<file path="src/rtl/ex_mem_slice.sv">
// rtl/ex_mem_slice.sv - EX/MEM pipeline register with condition flags and hazard detect
module ex_mem_slice #(
  parameter int DW = 16,
  parameter int RW = 4
) (
  input  logic          clk,
  input  logic          rst,
  input  logic          stall,
  input  logic          flush,
  input  logic          ex_valid,
  input  logic [2:0]    ex_M,
  input  logic [1:0]    ex_WB,
  input  logic [2:0]    ex_bcond,
  input  logic [RW-1:0] ex_dst,
  input  logic [DW-1:0] ex_alu,
  input  logic [DW-1:0] ex_wdata,
  input  logic [DW-1:0] ex_pcbranch,
  input  logic [2:0]    ex_flags,
  input  logic [2:0]    ex_flag_we,
  input  logic [RW-1:0] id_rs,
  input  logic [RW-1:0] id_rt,
  output logic [2:0]    M,
  output logic [1:0]    WB,
  output logic [2:0]    bcond,
  output logic [RW-1:0] dst,
  output logic [DW-1:0] ALU,
  output logic [DW-1:0] wdata,
  output logic [DW-1:0] PCbranch,
  output logic [2:0]    flags,
  output logic          valid,
  output logic          fwd_en,
  output logic          load_use
);

  always_ff @(posedge clk) begin
    if (rst) begin
      M        <= '0;
      WB       <= '0;
      bcond    <= '0;
      dst      <= '0;
      ALU      <= '0;
      wdata    <= '0;
      PCbranch <= '0;
      flags    <= '0;
      valid    <= 1'b0;
    end else if (flush) begin
      // Bubble only kills side effects; payload is left as-is.
      valid <= 1'b0;
      M     <= '0;
      WB    <= '0;
    end else if (!stall) begin
      valid    <= ex_valid;
      M        <= ex_valid ? ex_M  : 3'b000;
      WB       <= ex_valid ? ex_WB : 2'b00;
      bcond    <= ex_bcond;
      dst      <= ex_dst;
      ALU      <= ex_alu;
      wdata    <= ex_wdata;
      PCbranch <= ex_pcbranch;
      if (ex_valid) begin
        flags <= (flags & ~ex_flag_we) | (ex_flags & ex_flag_we);
      end
    end
  end

  assign fwd_en   = valid & WB[0] & ~M[0];
  assign load_use = valid & M[0] & WB[0] & ((dst == id_rs) | (dst == id_rt));

endmodule

</file>
<file path="config.mk">
export PLATFORM = sky130hd
export DESIGN_NAME = ex_mem_slice
export DESIGN_NICKNAME = d
export VERILOG_FILES = /design/src/rtl/ex_mem_slice.sv
export SDC_FILE = /design/constraint.sdc
export NUM_CORES = 1
export LEC_CHECK = 0
export BUFFER_PORTS_ARGS = -buffer_cell sky130_fd_sc_hd__buf_2
export CAP_MARGIN = 10
export CORE_UTILIZATION = 45
export DETAILED_ROUTE_END_ITERATION = 10
export MAX_ROUTING_LAYER = met4
export PLACE_DENSITY_LB_ADDON = 0.2
export RECOVER_POWER = 100
export SETUP_SLACK_MARGIN = 0.2
export SYNTH_ARGS = -nofsm -noshare
export SYNTH_HDL_FRONTEND = slang
export SYNTH_SLANG_ARGS = --single-unit
</file>
<file path="constraint.sdc">
create_clock -name clk -period 3.25 [get_ports clk]
set_clock_uncertainty 0.1 [all_clocks]
set_input_delay 0.65 -clock clk [delete_from_list [all_inputs] [get_ports clk]]
set_output_delay 0.65 -clock clk [all_outputs]
set_load 0.05 [all_outputs]
</file>
==> flow_metrics.env <==
export IMPL_outcome="finished with violations"
export IMPL_failed_checks="max-capacitance violations, max-slew violations"
export IMPL_antenna_found_initial=0
export IMPL_crit_arrival_ns=2.75
export IMPL_final_nets=509
export IMPL_initial_core_util_pct=48.26
export IMPL_layout_filler_cells=475
export IMPL_clockBufferDepth=2
export IMPL_worst_hold_path_type="flop to flop"
export IMPL_drive_above_1_share_pct=22.76
export IMPL_post_synthesis_sequential_element_count=64
export IMPL_synth_largest_area_cell="sky130_fd_sc_hd__dfxtp_1"
export IMPL_post_cts_buffers=0
export IMPL_ys_flop_type="sky130_fd_sc_hd__dfxtp_1"
export IMPL_asyncSetResetFlopFracSynth_pct=0
export IMPL_design_core_area_um2=4848
export IMPL_min_period_over_period_pct=79.77
export IMPL_dr_pass1_iters=4
export IMPL_synth_net_count=371
export IMPL_fraction_of_post_synthesis_cell_area_in_the_top_cell_type_by_area_pct=54.76
export IMPL_flow_area_growth_from_synthesis_pct=37.06
export IMPL_power_density_nw_per_um2=575.1
export IMPL_gp_congestion=0.7690
export IMPL_count_of_max_cap_constraint_violations=1
export IMPL_peakVddDrop_uv=329.8
export IMPL_gr_usage_total_pct=22.81
export IMPL_hpwl_um=4222
export IMPL_fin_cells=502
export IMPL_route_detailed_vias_per_inst=4.749
export IMPL_timing_max_transition_violations_final=31
export IMPL_crit_fanout=30
export IMPL_ys_warnings_count=0
export IMPL_worst_setup_path_start_kind="primary input"
export IMPL_grt_start_max_net_pins=45
export IMPL_dr_total_vias=2384
export IMPL_syn_avg_cell_area_um2=8.013
export IMPL_timing_critical_path_required_ns=3.40
export IMPL_netlist_area_um2=2340
export IMPL_drt_total_wl_um=6079
export IMPL_timing_final_hold_violations=0
export IMPL_finalSetupViolCount=0
export IMPL_post_synth_main_area_contributors="sky130_fd_sc_hd__dfxtp_1 (55%), sky130_fd_sc_hd__nand2_1 (18%), sky130_fd_sc_hd__a21oi_1 (13%)"
export IMPL_cts_bufs_inserted=9
export IMPL_cts_h_tree_depth=3
export IMPL_design_portCount=145
export IMPL_post_cts_resized_instances=0
export IMPL_clock_latency_on_the_worst_skew_pair_ns=0.33
export IMPL_floorplan_rows=25
export IMPL_synth_seq_area_share_pct=54.76
export IMPL_post_drt_wl_per_cell_um=12.11
export IMPL_buffers_added_on_ports=144
export IMPL_critPathKind="primary input to flop"
export IMPL_tightest_slew_ns=1.613
export IMPL_die_width_um=74.11
export IMPL_timing_fmax_mhz=385.7
export IMPL_clock_tree_root_cell="sky130_fd_sc_hd__clkbuf_8"
export IMPL_rsz0062_at_grt="false"
export IMPL_grt_overflow_total=0
export IMPL_fin_area_um2=3207
export IMPL_n_antenna_cell=0
export IMPL_drt_initial_drc_count=88
export IMPL_post_place_cells=486
export IMPL_dieHeight_um=74.11
export IMPL_setup_tns_ns=0
export IMPL_postPlaceCellArea_um2=3072
export IMPL_timing_max_slew_rel_slack_pct=-7.543
export IMPL_route_antenna_remaining_nets=0
export IMPL_post_route_drc_count=0
export IMPL_wire_length_of_the_first_global_routing_pass_um=9094
export IMPL_number_of_global_route_vias_before_repair=2230
export IMPL_gate_count_post_synth=292
export IMPL_min_period_ns=2.592
export IMPL_clkTransAtPathRegs_ns=0.06
export IMPL_cts_tree="built"
export IMPL_worstSetupEndpointType="flop"
export IMPL_final_cell_mix="sky130_fd_sc_hd__nand2_1 (114), sky130_fd_sc_hd__buf_2 (78), sky130_fd_sc_hd__clkbuf_1 (67)"
export IMPL_synth_edff_count=0
export IMPL_post_cts_hold_buffer_count=0
export IMPL_leakage_nw=1.287
export IMPL_die_area_um2=5492
export IMPL_clock_sinks=64
export IMPL_most_common_cell_after_layout_fill_and_taps_aside="sky130_fd_sc_hd__nand2_1"
export IMPL_synth_cell_type_count=18
-- final timing paths --
path | start | to | slack [ns] | depth (start not counted)
setup / recovery | stall | flop | 0.66 | 5
hold / removal | ALU[11]$_SDFFE_PP0P_ | ALU[11]$_SDFFE_PP0P_ | 0.35 | 2
setup reg to reg | dst[3]$_SDFFE_PP0P_ | dst[3]$_SDFFE_PP0P_ | 2.39 | 2
hold reg to reg | ALU[11]$_SDFFE_PP0P_ | ALU[11]$_SDFFE_PP0P_ | 0.35 | 2
-- cell families after synthesis --
family	Yosys count	synth area share, %
AOI/OAI and AO/OA	68	15.08
DFF	64	54.76
and+or+nand+nor	131	22.03
xor gates and xnor gates	8	2.995
buffers and inverters	21	5.134
-- routing by layer --
layer / track usage (%) / share of wire (%) / routed length, um / vias to the layer above
met5: - / 0 / 0 / -
met4: 10.26 / 1.6 / 95 / 0
met3: 6.504 / 6.6 / 401 / 10
met2: 40.10 / 51 / 3079 / 87
met1: 23.47 / 41 / 2503 / 1067
li1: - / - / - / 1220
-- area by class of cell --
type	instances	area, um2	area share (%)
multi-input combinational	207	943.4	29.42
timing repair buffer	148	680.7	21.23
clock buffer	14	182.7	5.696
sequential	64	1281	39.95
clock inverter	2	35.03	1.092
tap	67	83.83	2.614
-- through the flow --
step / hold WS [ns] / util (%) / total power [W] / setup slack (ns)
after floorplan: 0.5711 / - / 0.001054 / 0.7536
after global placement: 0.3388 / 63.35 / 0.001145 / 1.116
after detailed placement: 0.3441 / 63.35 / 0.001150 / 1.071
after CTS: 0.3532 / 67.85 / 0.001870 / 1.035
after global routing: 0.3748 / 66.14 / 0.001914 / 0.4851
final: 0.3542 / 66.14 / 0.001844 / 0.6576
-- cell usage after synthesis, types with 3 or more instances --
| cell | number |
|---|---|
| sky130_fd_sc_hd__nand2_1 | 114 |
| sky130_fd_sc_hd__dfxtp_1 | 64 |
| sky130_fd_sc_hd__a21oi_1 | 60 |
| sky130_fd_sc_hd__xnor2_1 | 8 |
| sky130_fd_sc_hd__clkbuf_1 | 7 |
| sky130_fd_sc_hd__nor2_1 | 7 |
| sky130_fd_sc_hd__buf_2 | 6 |
| sky130_fd_sc_hd__a22oi_1 | 5 |
| sky130_fd_sc_hd__nand4_1 | 5 |
| sky130_fd_sc_hd__buf_6 | 4 |
| sky130_fd_sc_hd__buf_1 | 3 |
| sky130_fd_sc_hd__o21ai_1 | 3 |
-- flip-flops by register name (all words and copies together), names as in the netlist, named ones only --
register / flops
dst: 4
wdata: 16
valid: 1
WB: 2
PCbranch: 16
ALU: 16
bcond: 3
M: 3
-- power breakdown --
part           switching (W)  leakage (nW)  internal, W  total (W)
Combinational       0.000206         0.652    0.0000800   0.000286
Clock               0.000284         0.113     0.000437   0.000721
Sequential         0.0000191         0.523     0.000818   0.000837
Total               0.000509          1.29      0.00134    0.00184
-- worst max-delay path, stage by stage --
cell	delay, ns
sky130_fd_sc_hd__buf_2	0.19
sky130_fd_sc_hd__or2_0	1.22
sky130_fd_sc_hd__buf_4	0.42
sky130_fd_sc_hd__o21ai_0	0.12
sky130_fd_sc_hd__a21oi_1	0.14
Note: power is estimated with default switching activity, not from simulation.
